===== config.mk =====
export PLATFORM = sky130hd
export DESIGN_NAME = aq_dtu_cdc_hs_rcv
export DESIGN_NICKNAME = d
export VERILOG_FILES = /design/src/rtl/aq_dtu_cdc_hs_rcv_pkg.sv /design/src/rtl/aq_dtu_cdc_sync.sv /design/src/rtl/aq_dtu_cdc_hs_rcv.sv
export SDC_FILE = /design/constraint.sdc
export NUM_CORES = 1
export LEC_CHECK = 0
export ABC_AREA = 0
export CAP_MARGIN = 20
export CORE_ASPECT_RATIO = 0.75
export CORE_UTILIZATION = 37
export DETAILED_ROUTE_END_ITERATION = 8
export PLACE_DENSITY = 0.74
export SYNTH_ARGS = -nofsm -noshare
export SYNTH_HDL_FRONTEND = slang
export SYNTH_HIERARCHICAL = 1
export SYNTH_SLANG_ARGS = --single-unit

===== constraint.sdc =====
create_clock -name dst_clk -period 1.5 [get_ports dst_clk]
set_clock_uncertainty 0.2 [all_clocks]
set_input_delay 0.3 -clock dst_clk [delete_from_list [all_inputs] [get_ports dst_clk]]
set_output_delay 0.3 -clock dst_clk [all_outputs]
set_load 0.02 [all_outputs]

===== src/rtl/aq_dtu_cdc_hs_rcv_pkg.sv =====
// ---------------------------------------------------------------------------
// aq_dtu_cdc_hs_rcv_pkg
//   Shared DTU definitions for the CDC handshake receiver:
//   - receiver FSM state encoding (IDLE / VALID / ACK)
//   - legal bounds for the request synchronizer depth
//   - a small helper that checks a synchronizer depth against those bounds
// ---------------------------------------------------------------------------
package aq_dtu_cdc_hs_rcv_pkg;

  localparam logic [1:0] STATE_IDLE  = 2'b00;
  localparam logic [1:0] STATE_VALID = 2'b01;
  localparam logic [1:0] STATE_ACK   = 2'b10;

  typedef enum logic [1:0] {
    ST_IDLE  = STATE_IDLE,
    ST_VALID = STATE_VALID,
    ST_ACK   = STATE_ACK
  } rcv_state_e;

  localparam int SYNC_STAGES_MIN = 2;
  localparam int SYNC_STAGES_MAX = 4;

  function automatic bit sync_stages_ok(input int n);
    return (n >= SYNC_STAGES_MIN) && (n <= SYNC_STAGES_MAX);
  endfunction

endpackage


===== src/rtl/aq_dtu_cdc_sync.sv =====
// ---------------------------------------------------------------------------
// aq_dtu_cdc_sync
//   N-stage single-bit level synchronizer. Shared by the DTU receive and
//   transmit CDC blocks.
//
// Parameters
//   STAGES  number of flops in the chain
//
// Ports
//   clk     destination clock
//   rst     asynchronous active-high reset, clears every stage to 0
//   d       asynchronous input level
//   q       synchronized level (output of the last stage)
// ---------------------------------------------------------------------------
module aq_dtu_cdc_sync #(
  parameter int STAGES = 3
) (
  input  logic clk,
  input  logic rst,
  input  logic d,
  output logic q
);

  logic [STAGES-1:0] sync_q;

  always_ff @(posedge clk or posedge rst) begin
    if (rst) begin
      sync_q <= '0;
    end else begin
      sync_q <= {sync_q[STAGES-2:0], d};
    end
  end

  assign q = sync_q[STAGES-1];

endmodule


===== src/rtl/aq_dtu_cdc_hs_rcv.sv =====
// ---------------------------------------------------------------------------
// aq_dtu_cdc_hs_rcv
//   Receiving end of a 4-phase level req/ack handshake. The request level is
//   synchronized into dst_clk, the payload is captured once on the IDLE->VALID
//   edge, handed to the local consumer with valid/ready, and an acknowledge
//   level is returned from a flop.
//
// Build option
//   AQ_DTU_CDC_RCV_PAR_EN  adds src_par / dst_par_err and an even-parity check
//                          of {src_data, src_par} on the capture edge.
//
// Parameters
//   DATA_W       payload width
//   SYNC_STAGES  request synchronizer depth (2..4)
//
// Ports
//   dst_clk      clock
//   dst_rst      asynchronous active-high reset
//   src_req      request level from the foreign domain (asynchronous)
//   src_data     payload, stable while src_req is high and src_ack is low
//   src_par      even parity over src_data (parity build only)
//   src_ack      acknowledge level back to the sender (flop output)
//   dst_vld      captured word available
//   dst_data     captured word
//   dst_rdy      consumer accepts the word
//   dst_par_err  one-cycle pulse on the first VALID cycle of a bad word
//                (parity build only)
//   dbg_state    current FSM state, for observation only
//
// Consumer handshake: a word transfers on every rising edge where dst_vld and
// dst_rdy are both high; dst_data is stable while dst_vld is high, and dst_vld
// does not depend combinationally on dst_rdy.
// ---------------------------------------------------------------------------
module aq_dtu_cdc_hs_rcv
  import aq_dtu_cdc_hs_rcv_pkg::*;
#(
  parameter int DATA_W      = 32,
  parameter int SYNC_STAGES = 3
) (
  input  logic              dst_clk,
  input  logic              dst_rst,
  input  logic              src_req,
  input  logic [DATA_W-1:0] src_data,
`ifdef AQ_DTU_CDC_RCV_PAR_EN
  input  logic              src_par,
  output logic              dst_par_err,
`endif
  output logic              src_ack,
  output logic              dst_vld,
  output logic [DATA_W-1:0] dst_data,
  input  logic              dst_rdy,
  output logic [1:0]        dbg_state
);

  if (!sync_stages_ok(SYNC_STAGES)) begin : g_bad_sync_stages
    $error("aq_dtu_cdc_hs_rcv: SYNC_STAGES out of range");
  end

  logic              req_s;
  rcv_state_e        state_q;
  logic [DATA_W-1:0] hold_q;
  logic              ack_q;
  logic              vld_q;

  aq_dtu_cdc_sync #(
    .STAGES (SYNC_STAGES)
  ) u_req_sync (
    .clk (dst_clk),
    .rst (dst_rst),
    .d   (src_req),
    .q   (req_s)
  );

`ifdef AQ_DTU_CDC_RCV_PAR_EN
  logic par_err_q;
`endif

  // Leaving ACK waits for req_s low, so a long-held request is never
  // captured twice. An early drop of src_req during VALID simply makes
  // the ACK phase last one cycle.
  always_ff @(posedge dst_clk or posedge dst_rst) begin
    if (dst_rst) begin
      state_q   <= ST_IDLE;
      hold_q    <= '0;
      ack_q     <= 1'b0;
      vld_q     <= 1'b0;
`ifdef AQ_DTU_CDC_RCV_PAR_EN
      par_err_q <= 1'b0;
`endif
    end else begin
`ifdef AQ_DTU_CDC_RCV_PAR_EN
      par_err_q <= 1'b0;
`endif
      case (state_q)
        ST_IDLE: begin
          if (req_s) begin
            hold_q  <= src_data;
            vld_q   <= 1'b1;
            state_q <= ST_VALID;
`ifdef AQ_DTU_CDC_RCV_PAR_EN
            // Odd total parity flags the word for exactly the first VALID cycle.
            par_err_q <= ^{src_data, src_par};
`endif
          end
        end
        ST_VALID: begin
          if (dst_rdy) begin
            vld_q   <= 1'b0;
            ack_q   <= 1'b1;
            state_q <= ST_ACK;
          end
        end
        ST_ACK: begin
          if (!req_s) begin
            ack_q   <= 1'b0;
            state_q <= ST_IDLE;
          end
        end
        default: begin
          vld_q   <= 1'b0;
          ack_q   <= 1'b0;
          state_q <= ST_IDLE;
        end
      endcase
    end
  end

  assign src_ack   = ack_q;
  assign dst_vld   = vld_q;
  assign dst_data  = hold_q;
  assign dbg_state = state_q;
`ifdef AQ_DTU_CDC_RCV_PAR_EN
  assign dst_par_err = par_err_q;
`endif

endmodule

==> results.json <==
{
  "crit_type": "reg2reg",
  "clockBufferDepth": 2,
  "critPathLaunch": "dbg_state[0]$_DFFE_PP0P_",
  "met1_usage_pct": 20.6,
  "port_buffers": 71,
  "status": "finished, violations left",
  "hold_viol": 0,
  "drv_slew": 0,
  "violations": "negative setup slack",
  "grt_pass1_vias": 1207,
  "cap_violations": 0,
  "syn_inst": 91,
  "rows": 20,
  "max_freq_mhz": 595,
  "ir_drop_mv": 1.10,
  "p_leak_nw": 1.20,
  "detail_route.wl_per_cell_um": 16.6,
  "synth_area_per_cell_um2": 17.6,
  "synth_top_area_cell": "dfrtp_1",
  "ys_warn_count": 6,
  "crit_path_cell_trace": "nor2b_4 -> nor2b_4 -> buf_4 -> clkbuf_16 -> mux2_4",
  "stdcell_area_um2": 2520,
  "die-area_um2": 4610,
  "ios": 72,
  "postRouteAntennaNets": 0,
  "ys_types": 13,
  "end_kind": "flop",
  "initial_core_util_pct": 39.1,
  "grt_busiest_layer": "met2",
  "cp.arrival_ns": 1.65,
  "ys_ff_latch": 39,
  "use_met3_pct": 6.15,
  "root_buffer": "clkbuf_8",
  "drt_iter0_markers": 49,
  "clock_latency_ns": 0.29,
  "place_area_um2": 2370,
  "crit_required_ns": 1.47,
  "core_area_um2": 4100,
  "viasPerCell": 4.58,
  "antenna_found_initial": 0,
  "path_common_cell": "nor2b_4",
  "hpwl_mm": 2.56,
  "relSlewSlack_pct": 84.8,
  "place_congestion": 0.743,
  "cts_tree": "built",
  "setup_slack_ns": -0.181,
  "hold_path_class": "reg2reg",
  "period_share_pct": 112,
  "setup_tns_ns": -4.97,
  "synth_top_area_share_pct": 60.8,
  "track_usage_pct": 18.2,
  "cts_made_buffers": 5,
  "synthToLayoutAreaGrowth_pct": 56.9,
  "use_met2_pct": 32.9,
  "syn-cell-area_um2": 1600,
  "htreeDepth": 2,
  "setup_violations": 33,
  "period_needed_ns": 1.68,
  "die_h_um": 59.0,
  "power_w": 0.00553,
  "drive_above_1_share_pct": 45.9,
  "synth_nets": 127,
  "worst_hold_startpoint": "u_req_sync/sync_q[1]$_DFF_PP0_",
  "cpPeakStageDelay_ns": 0.44,
  "gr-total-overflow": 0,
  "drt_pass1_iterations": 4,
  "endpoint": "dst_data[1]$_DFFE_PP0P_",
  "rsz0062_at_grt": "yes",
  "r2r_end": "dst_data[1]$_DFFE_PP0P_",
  "cp_slowest_cell": "dfrtp_2",
  "r2r_start": "dbg_state[0]$_DFFE_PP0P_",
  "die_x_um": 78.0,
  "grt_pass1_wl_mm": 6.04,
  "r2r_slack_ns": -0.18,
  "yosysSeqAreaShare_pct": 60.8,
  "path_clk_slew_ns": 0.08,
  "power_density_nw_per_um2": 2200,
  "worst_setup_path_start_kind": "flop",
  "nets": 218,
  "routed_wl_mm": 3.95,
  "grt_max_degree": 37,
  "worst_pin_slew_ns": 0.225,
  "num_antenna_cells": 0,
  "path_max_fanout": 5,
  "netlist_top_cells_area": "dfrtp_1 61%, mux2_4 28%, buf_12 3.7%, mux2_2 1.4%, o21ai_0 0.94%",
  "cts.sinks": 39,
  "num_vias": 1089,
  "route.detailed.drc": 0,
  "rr_worst_depth": 5
}
==> timing repair <==
item                                    4_1_cts  5_1_grt
endpoints found under the hold margin         3        0
buffers inserted                              6        4
hold buffers                                  1        0
gates resized for setup                      66       44
endpoints found under the setup margin       68       63
gates cloned                                  2        2
==> power breakdown <==
part           switching [W]  internal, W  total, W
Clock               0.000350     0.000371  0.000721
Sequential          0.000344      0.00156   0.00191
Combinational        0.00133      0.00157   0.00290
==> cell usage after synthesis <==
cell,n
dfrtp_1,39
mux2_4,30
inv_1,4
buf_12,3
nand2_1,3
o21ai_0,3
a21oi_1,2
mux2_2,2
buf_6,1
nor2_1,1
nor2b_2,1
nor2b_4,1
o22ai_1,1
==> cell usage in the layout (no fill, tap or decap), drive strengths merged <==
master,instances
nor2,1
nor2b,2
dlygate4sd3,1
buf,16
o22ai,1
dfrtp,39
clkbuf,31
clkinv,1
clkdlybuf4s50,35
a21oi,2
dlygate4sd2,1
clkdlybuf4s15,11
o21ai,3
inv,4
nand2,3
mux2,32
==> worst max-delay path, delay by kind of cell, from the launching register on <==
family	cells	cell delay (ns)
DFF	1	0.44
muxes	1	0.30
buffers and inverters	2	0.29
and+or+nand+nor	2	0.33
==> area by class of cell <==
| cell class | instances | area, um^2 |
|---|---|---|
| Fill cell | 330 | 1590 |
| Sequential cell | 39 | 978 |
| Timing Repair Buffer | 88 | 808 |
| Multi-Input combinational cell | 44 | 554 |
| Clock buffer | 7 | 86.3 |
| Tap cell | 55 | 68.8 |
| Inverter | 4 | 15.0 |
| Clock inverter | 1 | 5.00 |
==> cells by family (layout without fill, tap and decap cells) <==
family                 Yosys count  in the layout  synth area share [%]
multiplexers                    32             32                  29.5
flip-flops                      39             39                  60.8
AO/OA/AOI/OAI                    6              6                  1.95
buffers and inverters            8            100                  5.38
AND/OR/NAND/NOR                  6              6                  2.34
==> state kept, by name (all words and copies together), names as in the netlist <==
signal	count
dbg_state	2
dst_data	32
dst_vld	1
src_ack	1
u_req_sync/sync_q	3
==> how the worst min path moves through the flow <==
| stage | endpoint | depth (start not counted) |
|---|---|---|
| finish | u_req_sync/sync_q[2]$_DFF_PP0_ | 0 |
| global route | u_req_sync/sync_q[1]$_DFF_PP0_ | 0 |
| CTS | u_req_sync/sync_q[2]$_DFF_PP0_ | 0 |
| detailed placement | u_req_sync/sync_q[1]$_DFF_PP0_ | 0 |
| global placement | u_req_sync/sync_q[2]$_DFF_PP0_ | 0 |
| floorplan | u_req_sync/sync_q[0]$_DFF_PP0_ | 1 |
==> stage by stage <==
step / utilization [%] / setup slack, ns / hold WS, ns / std cells
3_5_place_dp: 57.8 / -0.160 / 0.136 / 217
2_1_floorplan: - / -0.144 / -0.146 / 91
3_3_place_gp: 57.8 / -0.123 / 0.138 / 217
6_report: 61.3 / -0.181 / 0.160 / 238
5_1_grt: 61.3 / -0.213 / 0.176 / 238
4_1_cts: 62.4 / -0.135 / 0.162 / 234
==> routing by layer <==
| metal | up-vias | wire (um) | share of wire (%) |
|---|---|---|---|
| met5 | - | 0 | 0 |
| met4 | 0 | 49 | 1.2 |
| met3 | 8 | 195 | 4.9 |
| met2 | 42 | 2080 | 53 |
| met1 | 547 | 1630 | 41 |
| li1 | 492 | - | - |
Note: power is estimated with default switching activity, not from simulation.
